`config.mk`:
```
export PLATFORM = sky130hd
export DESIGN_NAME = fpcvt_seq
export DESIGN_NICKNAME = d
export VERILOG_FILES = /design/src/rtl/fpcvt_seq.sv
export SDC_FILE = /design/constraint.sdc
export NUM_CORES = 1
export LEC_CHECK = 0
export ABC_AREA = 1
export BUFFER_PORTS_ARGS = -buffer_cell sky130_fd_sc_hd__buf_2
export CAP_MARGIN = 40
export CORE_AREA = 2 2 51 65
export CTS_CLUSTER_SIZE = 16
export DETAILED_ROUTE_END_ITERATION = 6
export DIE_AREA = 0 0 53 67
export GPL_ROUTABILITY_DRIVEN = 0
export PLACE_DENSITY = 0.76
export SYNTH_ARGS = -nofsm -noshare
export SYNTH_HDL_FRONTEND = slang
export SYNTH_SLANG_ARGS = --single-unit
```
`constraint.sdc`:
```
create_clock -name clk -period 2.2 [get_ports clk]
set_input_delay 0.22 -clock clk [delete_from_list [all_inputs] [get_ports clk]]
set_output_delay 0.22 -clock clk [all_outputs]
set_load 0.005 [all_outputs]
```
`src/rtl/fpcvt_seq.sv`:
```
// Sequential two's-complement to (sign, exponent, significand) converter with valid/ready handshakes.
// Define FPCVT_ROUND_EN for round-to-nearest (ties up); otherwise the significand is truncated.
`timescale 1ns/1ps
module fpcvt_seq #(
    parameter int IN_W   = 12,
    parameter int EXP_W  = 3,
    parameter int MANT_W = 4
) (
    input  logic              clk,
    input  logic              rst,
    input  logic              in_valid,
    output logic              in_ready,
    input  logic [IN_W-1:0]   in_data,
    output logic              out_valid,
    input  logic              out_ready,
    output logic              out_s,
    output logic [EXP_W-1:0]  out_e,
    output logic [MANT_W-1:0] out_f,
    output logic              out_sat
);
    localparam int M    = IN_W - 1;
    localparam int EMAX = 2**EXP_W - 1;

    typedef enum logic [1:0] {IDLE, NORM, ROUND, DONE} state_t;

    state_t             state_reg;
    logic [M-1:0]       mag_reg;
    logic [EXP_W-1:0]   cnt_reg;
    logic               sign_reg;
    logic               neg_max_reg;

    logic [IN_W-1:0]    neg_data;
    logic               is_neg_max;
    logic [M-1:0]       abs_mag;
    logic [MANT_W-1:0]  f_trunc;
    logic [MANT_W-1:0]  f_next;
    logic [EXP_W-1:0]   e_next;
    logic               sat_next;

    // The most negative sample has no M-bit magnitude; clamp it to all ones.
    assign neg_data   = -in_data;
    assign is_neg_max = (in_data == {1'b1, {M{1'b0}}});
    assign abs_mag    = is_neg_max       ? {M{1'b1}} :
                        in_data[IN_W-1]  ? neg_data[M-1:0] : in_data[M-1:0];
    assign f_trunc    = mag_reg[M-1 -: MANT_W];

`ifdef FPCVT_ROUND_EN
    logic               rnd_bit;
    logic [EXP_W:0]     e_base;
    logic [EXP_W:0]     e_round;
    logic [MANT_W:0]    f_sum;
    logic [MANT_W-1:0]  f_mid;

    assign rnd_bit = mag_reg[M-MANT_W-1];
    assign e_base  = (EXP_W+1)'(EMAX) - {1'b0, cnt_reg};
    assign f_sum   = {1'b0, f_trunc} + {{MANT_W{1'b0}}, rnd_bit};

    always_comb begin
        f_mid   = f_sum[MANT_W-1:0];
        e_round = e_base;
        // A carry out of the significand renormalises to 1.000 one exponent up.
        if (f_sum[MANT_W]) begin
            f_mid   = {1'b1, {(MANT_W-1){1'b0}}};
            e_round = e_base + 1'b1;
        end
        f_next   = f_mid;
        e_next   = e_round[EXP_W-1:0];
        sat_next = neg_max_reg;
        if (e_round > (EXP_W+1)'(EMAX)) begin
            f_next   = {MANT_W{1'b1}};
            e_next   = EXP_W'(EMAX);
            sat_next = 1'b1;
        end
    end
`else
    always_comb begin
        f_next   = f_trunc;
        e_next   = EXP_W'(EMAX) - cnt_reg;
        sat_next = neg_max_reg;
    end
`endif

    always_ff @(posedge clk) begin
        if (rst) begin
            state_reg   <= IDLE;
            in_ready    <= 1'b1;
            out_valid   <= 1'b0;
            out_s       <= 1'b0;
            out_e       <= '0;
            out_f       <= '0;
            out_sat     <= 1'b0;
            mag_reg     <= '0;
            cnt_reg     <= '0;
            sign_reg    <= 1'b0;
            neg_max_reg <= 1'b0;
        end else begin
            case (state_reg)
                IDLE: begin
                    if (in_valid) begin
                        sign_reg    <= in_data[IN_W-1];
                        mag_reg     <= abs_mag;
                        neg_max_reg <= is_neg_max;
                        cnt_reg     <= '0;
                        in_ready    <= 1'b0;
                        state_reg   <= NORM;
                    end
                end
                NORM: begin
                    // Shifting stops at EMAX so small values land in the E == 0 range.
                    if (mag_reg[M-1] || cnt_reg == EXP_W'(EMAX)) begin
                        state_reg <= ROUND;
                    end else begin
                        mag_reg <= {mag_reg[M-2:0], 1'b0};
                        cnt_reg <= cnt_reg + 1'b1;
                    end
                end
                ROUND: begin
                    out_s     <= sign_reg;
                    out_e     <= e_next;
                    out_f     <= f_next;
                    out_sat   <= sat_next;
                    out_valid <= 1'b1;
                    state_reg <= DONE;
                end
                DONE: begin
                    if (out_ready) begin
                        out_valid <= 1'b0;
                        in_ready  <= 1'b1;
                        state_reg <= IDLE;
                    end
                end
                default: begin
                    state_reg <= IDLE;
                    in_ready  <= 1'b1;
                    out_valid <= 1'b0;
                end
            endcase
        end
    end
endmodule

```
==> results.json <==
{
  "timing_max_transition_violations_final": 0,
  "postCtsResizedCells": 0,
  "design.core.area_um2": 2890,
  "grt.overflow.total": 0,
  "dpl.hpwl_mm": 2.52,
  "final-setup-viol-count": 0,
  "synth-seq-cells": 29,
  "clock_power_share": 0.138,
  "chipWidth_um": 53,
  "num_antenna_cells": 0,
  "largest_register_ff_count": 11,
  "worst_setup_path_startpoint": "cnt_reg[0]",
  "cellLeakagePower_uw": 0.000869,
  "endpoint": "mag_reg[7]",
  "final.setup.tns_ns": 0,
  "status": "completed",
  "drt.antenna.violating_nets": 0,
  "drc_errors": 0,
  "timing.setup.critical_path_class": "flip-flop to flip-flop",
  "design.portCount": 27,
  "final_min_period_over_clock_period": 0.803,
  "postSynthCellCount": 225,
  "ir_worst_vdd_v": 0.000799,
  "tritoncts.num_buffers": 5,
  "design.final.nets": 274,
  "p_sw_frac": 0.455,
  "layout.cells.most_common": "nand2_1",
  "power_density_over_cell_area_nw_per_um2": 1310,
  "clk_path_buf_depth": 2,
  "share_comb_of_total_power": 0.493,
  "post-route-min-period_ns": 1.77,
  "post_cts_buffers": 0,
  "dr_total_vias": 1476,
  "area.growth.synth_to_final_pct": 11.5,
  "maximum_number_of_pins_on_one_net_before_global_route_repair": 17,
  "netlist_top_cells_area": "dfxtp_1 (37%), nand2_1 (14%), a21oi_1 (6.7%)",
  "final.fill_count": 321,
  "drv_cap": 0,
  "fraction_of_the_yosys_area_taken_by_sequential_cells": 0.370,
  "synth_area_leader_cell": "dfxtp_1",
  "floorplan.die_area_um2": 3550,
  "pwr-share-seq": 0.369,
  "ys_warn_count": 0,
  "timing.critical_path.fanout_max": 16,
  "ff2ff_path_depth": 11,
  "start_util": 0.542,
  "timing.critical_path.arrival_ns": 2.02,
  "regToRegEndpoint": "mag_reg[7]",
  "crit_path_end_kind": "flip-flop",
  "synth_top_area_frac": 0.370,
  "wl_per_cell_um": 11.7,
  "path_category_of_the_worst_min_delay_check": "input port to flip-flop",
  "fp-row-count": 22,
  "fmax_mhz": 566,
  "intPower_uw": 1250,
  "die_h_um": 67,
  "timing_worst_slew_pin_value_ns": 0.474,
  "grt_antenna_before_repair": 0,
  "synth.lib_cells_used.distinct": 31,
  "groute.usage.overall": 0.212,
  "via_per_inst": 5.13,
  "port_buffers": 26,
  "drt_first_pass_iters": 4,
  "ctsRootBufferMaster": "clkbuf_4",
  "vias_in_the_first_global_route": 1295,
  "drt-initial-drc-count": 37,
  "clk_latency_ns": 0.33,
  "worst_clock_skew_ns": 0.0143,
  "total_power_uw": 2290,
  "multiInputGateArea_um2": 863,
  "cts.clk_slew.worst_paths_ns": 0.11,
  "critical_path_source_type": "flip-flop",
  "numClockSinks": 29,
  "cp_data_required_time_ns": 2.45,
  "report.final.hold_viol_count": 0,
  "slew_headroom": 0.684,
  "final_routed_wirelength_mm": 3.37,
  "layout.cells.most_common_list": "nand2_1 (60), dfxtp_1 (29), buf_2 (26)",
  "syn_area_um2": 1570,
  "fraction_of_layout_instances_using_a_drive_strength_above_1": 0.198,
  "synthesized_nets": 248,
  "worst_r2r_startpoint": "cnt_reg[0]",
  "rsz0062_at_grt": "false",
  "tritoncts_clock_tree": "yes",
  "postSynthAreaPerCell_um2": 6.97,
  "grt_pass1_wl_mm": 5.50,
  "cts_hold_buffers": 0,
  "regArea_um2": 581,
  "slack_of_the_worst_reg_to_reg_path_ns": 0.43,
  "cts_max_level": 2,
  "power_switching_uw": 1040
}
-- through the flow --
stage | cell area [um2] | instances | hold WS, ns | setup WS (ns) | utilization
final | 1750 | 288 | 0.163 | 0.434 | 0.605
after global routing | 1750 | 288 | 0.159 | 0.235 | 0.605
after CTS | 1750 | 288 | 0.156 | 0.437 | 0.605
after detailed placement | 1690 | 280 | 0.451 | 0.459 | 0.586
after global placement | 1690 | 280 | 0.442 | 0.493 | 0.586
after floorplan | 1570 | 225 | 0.289 | 0.680 | -
-- layout make-up --
cell class	count	area share
Tap cell	36	0.0258
Sequential cell	29	0.332
Multi-Input combinational cell	170	0.494
Clock inverter	3	0.0100
Timing Repair Buffer	26	0.0744
Inverter	19	0.0422
Clock buffer	5	0.0215
-- critical path, stage by stage (launching register included) --
cell and delay [ns]:
dfxtp_1 0.36, ha_1 0.21, ha_1 0.17, nor2_1 0.12, nand2_1 0.08, o21ai_2 0.09
nand2_4 0.15, inv_4 0.17, nand2_2 0.11, nand2_1 0.08, nand2_1 0.05, a21oi_1 0.12
-- power groups by stage --
stage	logic [uW]	registers (uW)	clock network, uW
3_3_place_gp	1110	852	0
6_report	1130	844	315
3_5_place_dp	1130	854	0
5_1_grt	1290	873	349
2_1_floorplan	949	842	0
4_1_cts	1140	844	317
-- Yosys cell counts (all sizes together) --
cell type  instances
dfxtp             29
nor2              25
nand3b             2
a31oi              1
nor3               1
clkbuf             2
nand2             65
inv               19
xnor2              2
o211a              1
buf                5
a21oi             25
ha                 7
nand4              2
o21ai             24
nand3             12
or2                2
xor2               1
-- kinds of logic after synthesis --
kind of cell,share of synthesized area
AO/OA/AOI/OAI,0.181
XOR/XNOR,0.0168
adder cells (fa/ha/maj),0.0559
buffers and inverters,0.0790
flip-flops,0.370
AND/OR/NAND/NOR,0.297
-- how the worst min path moves through the flow --
stage / start / end / slack [ns] / cells past startpoint
after floorplan: rst / cnt_reg[2] / 0.29 / 1
after global placement: in_ready / in_ready / 0.44 / 2
after detailed placement: in_ready / in_ready / 0.45 / 2
after CTS: out_ready / out_valid / 0.16 / 4
after global routing: out_ready / out_valid / 0.16 / 4
final: out_ready / out_valid / 0.16 / 4
-- per-layer routing --
layer  wire [um]  vias to the layer above  GRT usage
li1            -                      788          -
met1        1540                      659      0.234
met2        1670                       24      0.386
met3         116                        5     0.0471
met4          34                        0     0.0769
met5           0                        -          0
Note: power is estimated with default switching activity, not from simulation.
